## src/rtl/bp_pkg.sv

```systemverilog
// Shared definitions for the branch-prediction controller: counter encodings,
// FSM states and the 2-bit saturating counter update.
package bp_pkg;

    localparam logic [1:0] SNT = 2'b00;
    localparam logic [1:0] WNT = 2'b01;
    localparam logic [1:0] WT  = 2'b10;
    localparam logic [1:0] ST  = 2'b11;

    typedef enum logic [1:0] {
        INIT    = 2'd0,
        RUN     = 2'd1,
        RECOVER = 2'd2
    } state_t;

    function automatic logic [1:0] sat_update(input logic [1:0] cnt, input logic taken);
        if (taken) begin
            return (cnt == ST) ? ST : cnt + 2'b01;
        end
        return (cnt == SNT) ? SNT : cnt - 2'b01;
    endfunction

endpackage

```

## src/rtl/bp_pend_fifo.sv

```systemverilog
// In-order FIFO of in-flight predictions. clear wins over push/pop; the caller
// never pushes when full nor pops when empty.
module bp_pend_fifo #(
    parameter int W     = 39,
    parameter int DEPTH = 4,
    localparam int PTR_W = $clog2(DEPTH),
    localparam int CNT_W = PTR_W + 1
) (
    input  logic             clk,
    input  logic             reset,
    input  logic             clear,
    input  logic             push,
    input  logic             pop,
    input  logic [W-1:0]     din,
    output logic [W-1:0]     dout,
    output logic [CNT_W-1:0] count,
    output logic             full,
    output logic             empty
);

    logic [W-1:0]     mem [DEPTH];
    logic [PTR_W-1:0] wr_ptr;
    logic [PTR_W-1:0] rd_ptr;

    always_ff @(posedge clk) begin
        if (reset || clear) begin
            wr_ptr <= '0;
            rd_ptr <= '0;
            count  <= '0;
        end else begin
            if (push) wr_ptr <= wr_ptr + 1'b1;
            if (pop)  rd_ptr <= rd_ptr + 1'b1;
            count <= count + {{(CNT_W-1){1'b0}}, push} - {{(CNT_W-1){1'b0}}, pop};
        end
    end

    always_ff @(posedge clk) begin
        if (push) mem[wr_ptr] <= din;
    end

    assign dout  = mem[rd_ptr];
    assign full  = (count == CNT_W'(DEPTH));
    assign empty = (count == '0);

endmodule

```

## src/rtl/bp_ctrl.sv

```systemverilog
// Branch-prediction controller: 2-bit counter table queried in ID, updated in
// order at EX resolution, with a one-cycle redirect on mispredict.
module bp_ctrl
    import bp_pkg::*;
#(
    parameter int IDX_W = 6,
    parameter int DEPTH = 4,
    localparam int CNT_W = $clog2(DEPTH) + 1
) (
    input  logic             clk,
    input  logic             reset,
    input  logic             stall,
    input  logic             query_valid,
    input  logic [31:0]      query_pc,
    input  logic [31:0]      query_target,
    input  logic [31:0]      query_fallthru,
    output logic             query_ready,
    output logic             pred_taken,
    output logic [31:0]      pred_pc,
    input  logic             resolve_valid,
    input  logic             resolve_taken,
    output logic             redirect,
    output logic [31:0]      redirect_pc,
    output logic             busy,
    output logic [1:0]       dbg_state,
    output logic [CNT_W-1:0] dbg_count
);

    localparam int ENT_W = IDX_W + 1 + 32;

    state_t           state, state_nxt;
    logic [IDX_W-1:0] init_idx;
    logic [1:0]       ctr [2**IDX_W];

    logic [IDX_W-1:0] idx;
    logic             push, pop, mispredict;
    logic [ENT_W-1:0] fifo_din, fifo_dout;
    logic [IDX_W-1:0] head_idx;
    logic             head_pred;
    logic [31:0]      head_rpc;
    logic             fifo_full, fifo_empty;
    logic             unused_pc;

    assign idx       = query_pc[IDX_W+1:2];
    assign unused_pc = ^{query_pc[31:IDX_W+2], query_pc[1:0]};

    assign pred_taken = ctr[idx][1];
    assign pred_pc    = pred_taken ? query_target : query_fallthru;

    // Handshake: a query transfers on a cycle where query_valid && query_ready;
    // query_ready never depends on query_valid and drops when the FIFO is full
    // even if a pop happens in that same cycle.
    assign query_ready = (state == RUN) && !stall && !fifo_full;
    assign push        = query_valid && query_ready;
    assign pop         = resolve_valid && (state == RUN) && !stall && !fifo_empty;
    assign mispredict  = pop && (resolve_taken != head_pred);

    // The entry stores the PC of the path not predicted, used on recovery.
    assign fifo_din  = {idx, pred_taken, (pred_taken ? query_fallthru : query_target)};
    assign head_idx  = fifo_dout[ENT_W-1 -: IDX_W];
    assign head_pred = fifo_dout[32];
    assign head_rpc  = fifo_dout[31:0];

    bp_pend_fifo #(
        .W     (ENT_W),
        .DEPTH (DEPTH)
    ) u_fifo (
        .clk   (clk),
        .reset (reset),
        .clear (mispredict),
        .push  (push),
        .pop   (pop),
        .din   (fifo_din),
        .dout  (fifo_dout),
        .count (dbg_count),
        .full  (fifo_full),
        .empty (fifo_empty)
    );

    always_comb begin
        state_nxt = state;
        case (state)
            INIT:    if (init_idx == '1) state_nxt = RUN;
            RUN:     if (mispredict) state_nxt = RECOVER;
            RECOVER: state_nxt = RUN;
            default: state_nxt = INIT;
        endcase
    end

    always_ff @(posedge clk) begin
        if (reset) begin
            state       <= INIT;
            init_idx    <= '0;
            redirect    <= 1'b0;
            redirect_pc <= '0;
        end else begin
            state    <= state_nxt;
            redirect <= mispredict;
            if (state == INIT) init_idx <= init_idx + 1'b1;
            if (mispredict) redirect_pc <= head_rpc;
        end
    end

    // Sweep overwrites every entry after reset, so the array itself needs no reset.
    always_ff @(posedge clk) begin
        if (state == INIT) begin
            ctr[init_idx] <= WT;
        end else if (pop) begin
            ctr[head_idx] <= sat_update(ctr[head_idx], resolve_taken);
        end
    end

    assign busy      = (state == INIT);
    assign dbg_state = state;

endmodule

```

## config.mk

```make
export PLATFORM = sky130hd
export DESIGN_NAME = bp_ctrl
export DESIGN_NICKNAME = d
export VERILOG_FILES = /design/src/rtl/bp_pkg.sv /design/src/rtl/bp_pend_fifo.sv /design/src/rtl/bp_ctrl.sv
export SDC_FILE = /design/constraint.sdc
export NUM_CORES = 1
export LEC_CHECK = 0
export CORE_ASPECT_RATIO = 1.4
export CORE_UTILIZATION = 25
export DETAILED_ROUTE_END_ITERATION = 10
export PLACE_DENSITY_LB_ADDON = 0.15
export SYNTH_ARGS = -nofsm -noshare
export SYNTH_HDL_FRONTEND = slang
export SYNTH_SLANG_ARGS = --single-unit
export TNS_END_PERCENT = 10
```

## constraint.sdc

```tcl
create_clock -name clk -period 8 [get_ports clk]
set_input_delay 1.6 -clock clk [delete_from_list [all_inputs] [get_ports clk]]
set_output_delay 1.6 -clock clk [all_outputs]
set_load 0.02 [all_outputs]
```

==> flow_summary_export.csv <==
group,metric,value,unit
run_status,run_status,"finished, violations left",
run_status,violations,"design-rule violations",
clock_tree,path_clk_slew,60,ps
clock_tree,ctsHtreeMaxLevel,2,
finish,antennaDiodeCount,0,
worst_hold_path,worstHoldEndpoint,"redirect_pc[24]",
clock_tree,cts_inserted_buffers,35,
timing,max_freq,140.3,MHz
place,placement.cell_area,16950,µm²
place,place_hpwl,24020,µm
worst_setup_path,startpoint_type,"primary input",
synthesis,post_synth_main_area_contributors,"sky130_fd_sc_hd__edfxtp_1, sky130_fd_sc_hd__mux4_2, sky130_fd_sc_hd__dfxtp_1",
synthesis,synth_top_area_share,58.03,%
worst_setup_path,crit_fanout,69,
global_routing,grt_overflow,0,
finish,postLayoutCellArea,17950,µm²
floorplanning,core_area,57780,µm²
clock_tree,post_cts_setup_inserts,0,
floorplanning,ios,175,
timing,setup-violations-final,0,
timing,clock_skew,18.09,ps
timing,maxSlewHeadroom,36.36,%
synthesis,ys_ff_latch,334,
routing,remaining_number_of_nets_flagged_by_the_antenna_check_after_routing,0,
power,ir_drop,0.1071,mV
place,port_buffers,148,
timing,slew_violations,0,
finish,post_route_cells_drive_above_1_share,18.08,%
power,p_leak,0.005837,µW
synthesis,postSynth.topFlopCell,"sky130_fd_sc_hd__edfxtp_1",
clock_tree,max-clock-path-buffers,3,
worst_hold_path,worst_hold_path_type,"flop to flop",
clock_tree,worstSkewPairLatency,530,ps
worst_setup_path,criticalPathCategory,"primary input to output pin",
synthesis,number_of_instances_in_the_synthesized_netlist,955,
routing,routed-via-count,8410,
routing,route.final.wire_length,37420,µm
routing,drt_iter0_drc,558,
worst_setup_path,number_of_cell_instances_on_the_worst_register_to_register_path,11,
global_routing,grt_pass1_vias,8952,
worst_setup_path,required_time_worst_endpoint,6400,ps
clock_tree,clock-root-buffer,"sky130_fd_sc_hd__clkbuf_16",
finish,design.final.nets,1204,
routing,met3WireLength,1350,µm
routing,highest_layer,"met4",
timing,grt_setup_unrepaired,"no",
job,max-cap-violations,0,
worst_setup_path,data_arrival_time_of_the_critical_path,5530,ps
timing,timing_worst_slew_pin_value,944.6,ps
timing,hold_slack,451.6,ps
clock_tree,cts_hold_buf,0,
worst_setup_path,rr_endpoint,"ctr[28][1]",
clock_tree,clock-sinks,334,
clock_tree,cts_resized,0,
routing,vias_per_cell,4.524,
synthesis,synth_edf_count,284,
global_routing,antenna_found_initial,0,
timing,share_of_the_clock_period_used_by_the_worst_path,89.07,%
global_routing,gr-usage-all-layers,12.50,%
synthesis,synth.largest_area_cell,"sky130_fd_sc_hd__edfxtp_1",
routing,drtPass1Iterations,8,
routing,met2_wirelength,20400,µm
synthesis,synthDistinctLibCells,51,
floorplanning,floorplan.rows,104,
synthesis,postSynthNetCount,1065,
power,power.density_cell_area,200.6,nW/µm²
routing,route.detailed.wl_per_inst,20.13,µm
floorplanning,die_height,288.9,µm
floorplanning,fp.dieW,206.9,µm
worst_setup_path,ff2ff_setup_slack,3390,ps
routing,detail_route.drc_violations,21,
clock_tree,tritoncts,"done",
timing,crit_path_setup_slack_layout,874.1,ps
worst_setup_path,timing.critical_path.to_type,"output pin",
synthesis,synth_seq_area_share,64.84,%
timing,period_minus_slack,7126,ps
synthesis,proportion_of_synthesized_flip_flops_having_asynchronous_set_or_reset,0,%
synthesis,synth_common_cells,"sky130_fd_sc_hd__edfxtp_1, sky130_fd_sc_hd__nand2_1, sky130_fd_sc_hd__nor2_1, sky130_fd_sc_hd__mux2i_1, sky130_fd_sc_hd__mux4_2",
worst_hold_path,worst_hold_path.num_cells,2,
synthesis,syn_area,14700,µm²
place,dpl_worst_slack,872.9,ps
timing,final_hold_viol_count,0,
global_routing,wire_length_of_the_first_global_routing_pass,55570,µm
worst_hold_path,startpoint_of_the_worst_hold_path,"redirect_pc[24]",
timing,fin_setup_tns,0,ps
synthesis,yosys_warnings,0,
synthesis,synthMostInstantiatedCell,"sky130_fd_sc_hd__edfxtp_1",
floorplanning,floorplan.initialDensity,25.44,%
routing,wl_met1,14630,µm
finish,area_delta_synth_final,22.16,%
synthesis,mean_instance_size_in_the_synthesized_netlist,15.39,µm²
global_routing,grt_start_max_net_pins,70,
floorplanning,die_area,59770,µm²
place,gp_congestion,0.7868,
==> critical path, stage by stage <==
cell	delay, ps
sky130_fd_sc_hd__clkdlybuf4s50_1	450
sky130_fd_sc_hd__buf_4	380
sky130_fd_sc_hd__mux4_2	590
sky130_fd_sc_hd__mux4_2	550
sky130_fd_sc_hd__mux4_4	650
sky130_fd_sc_hd__buf_12	240
sky130_fd_sc_hd__mux2_4	360
sky130_fd_sc_hd__clkdlybuf4s50_1	590
==> state kept, by name, summed over array words and instances, names as in the netlist, named ones only <==
register and flops:
u_fifo.mem 156, ctr 128, redirect_pc 32, init_idx 6
u_fifo.count 3, dbg_state 2, u_fifo.rd_ptr 2, u_fifo.wr_ptr 2
redirect 1
==> layout make-up <==
type	count	area (µm²)
timing repair buffer	164	1609
clock inverter	17	93.84
inverter	11	41.29
multi-input combinational	548	4843
clock buffer	43	905.9
sequential	334	9532
fill	5783	39820
tap	742	928.4
==> how the worst max path moves through the flow <==
stage | depth (start not counted) | startpoint | slack [ps] | to
after CTS | 8 | query_pc[2] | 870 | pred_pc[29]
after global routing | 8 | query_pc[2] | 810 | pred_pc[29]
after global placement | 8 | query_pc[2] | 870 | pred_pc[29]
final | 8 | query_pc[2] | 870 | pred_pc[29]
after floorplan | 8 | query_pc[3] | 2250 | pred_pc[13]
after detailed placement | 8 | query_pc[2] | 870 | pred_pc[29]
==> power by group <==
group	switching (µW)	internal [µW]	total [µW]	leakage, µW
Sequential	3.69	1890	1890	0.00302
Clock	666	807	1470	0.000481
Combinational	113	123	236	0.00234
==> metrics by stage <==
stage / std cells / power, µW / utilization, %
6_report: 1859 / 3601 / 31.07
5_1_grt: 1859 / 3732 / 31.07
4_1_cts: 1859 / 3662 / 31.07
3_5_place_dp: 1799 / 2170 / 29.34
3_3_place_gp: 1799 / 2168 / 29.34
2_1_floorplan: 955 / 2059 / -
==> logic make-up (layout without fill, tap and decap cells) <==
kind of cell / count (synthesis) / in the layout / share of synthesized area, %
flip-flops: 334 / 334 / 64.84
AND/OR/NAND/NOR: 245 / 245 / 7.041
AO/OA/AOI/OAI: 90 / 90 / 3.891
adder cells (fa/ha/maj): 8 / 8 / 0.7321
multiplexers: 195 / 195 / 20.55
XOR/XNOR: 10 / 10 / 0.5959
buffers and inverters: 73 / 235 / 2.350
==> layer usage <==
layer	vias to the layer above	global-route usage, %
met5	-	0
met4	0	4.270
met3	63	1.744
met2	188	24.02
met1	4247	13.80
li1	3912	-
==> cell usage in the layout, fill, tap and decap left out, types with 6 or more instances in the layout <==
cell type / instances
sky130_fd_sc_hd__buf_4: 15
sky130_fd_sc_hd__mux2_4: 49
sky130_fd_sc_hd__mux2_2: 18
sky130_fd_sc_hd__nand2_1: 105
sky130_fd_sc_hd__a21oi_1: 41
sky130_fd_sc_hd__a211oi_1: 9
sky130_fd_sc_hd__nand2b_1: 7
sky130_fd_sc_hd__nand3_1: 7
sky130_fd_sc_hd__clkbuf_16: 35
sky130_fd_sc_hd__mux2i_1: 64
sky130_fd_sc_hd__inv_1: 11
sky130_fd_sc_hd__xnor2_1: 6
sky130_fd_sc_hd__edfxtp_1: 284
sky130_fd_sc_hd__nor2_1: 92
sky130_fd_sc_hd__mux4_2: 63
sky130_fd_sc_hd__nor2b_1: 7
sky130_fd_sc_hd__clkdlybuf4s50_1: 147
sky130_fd_sc_hd__dfxtp_1: 48
sky130_fd_sc_hd__clkinv_1: 9
sky130_fd_sc_hd__ha_1: 7
sky130_fd_sc_hd__o21ai_0: 7
sky130_fd_sc_hd__clkbuf_1: 8
(Power assumes the default switching activity.)
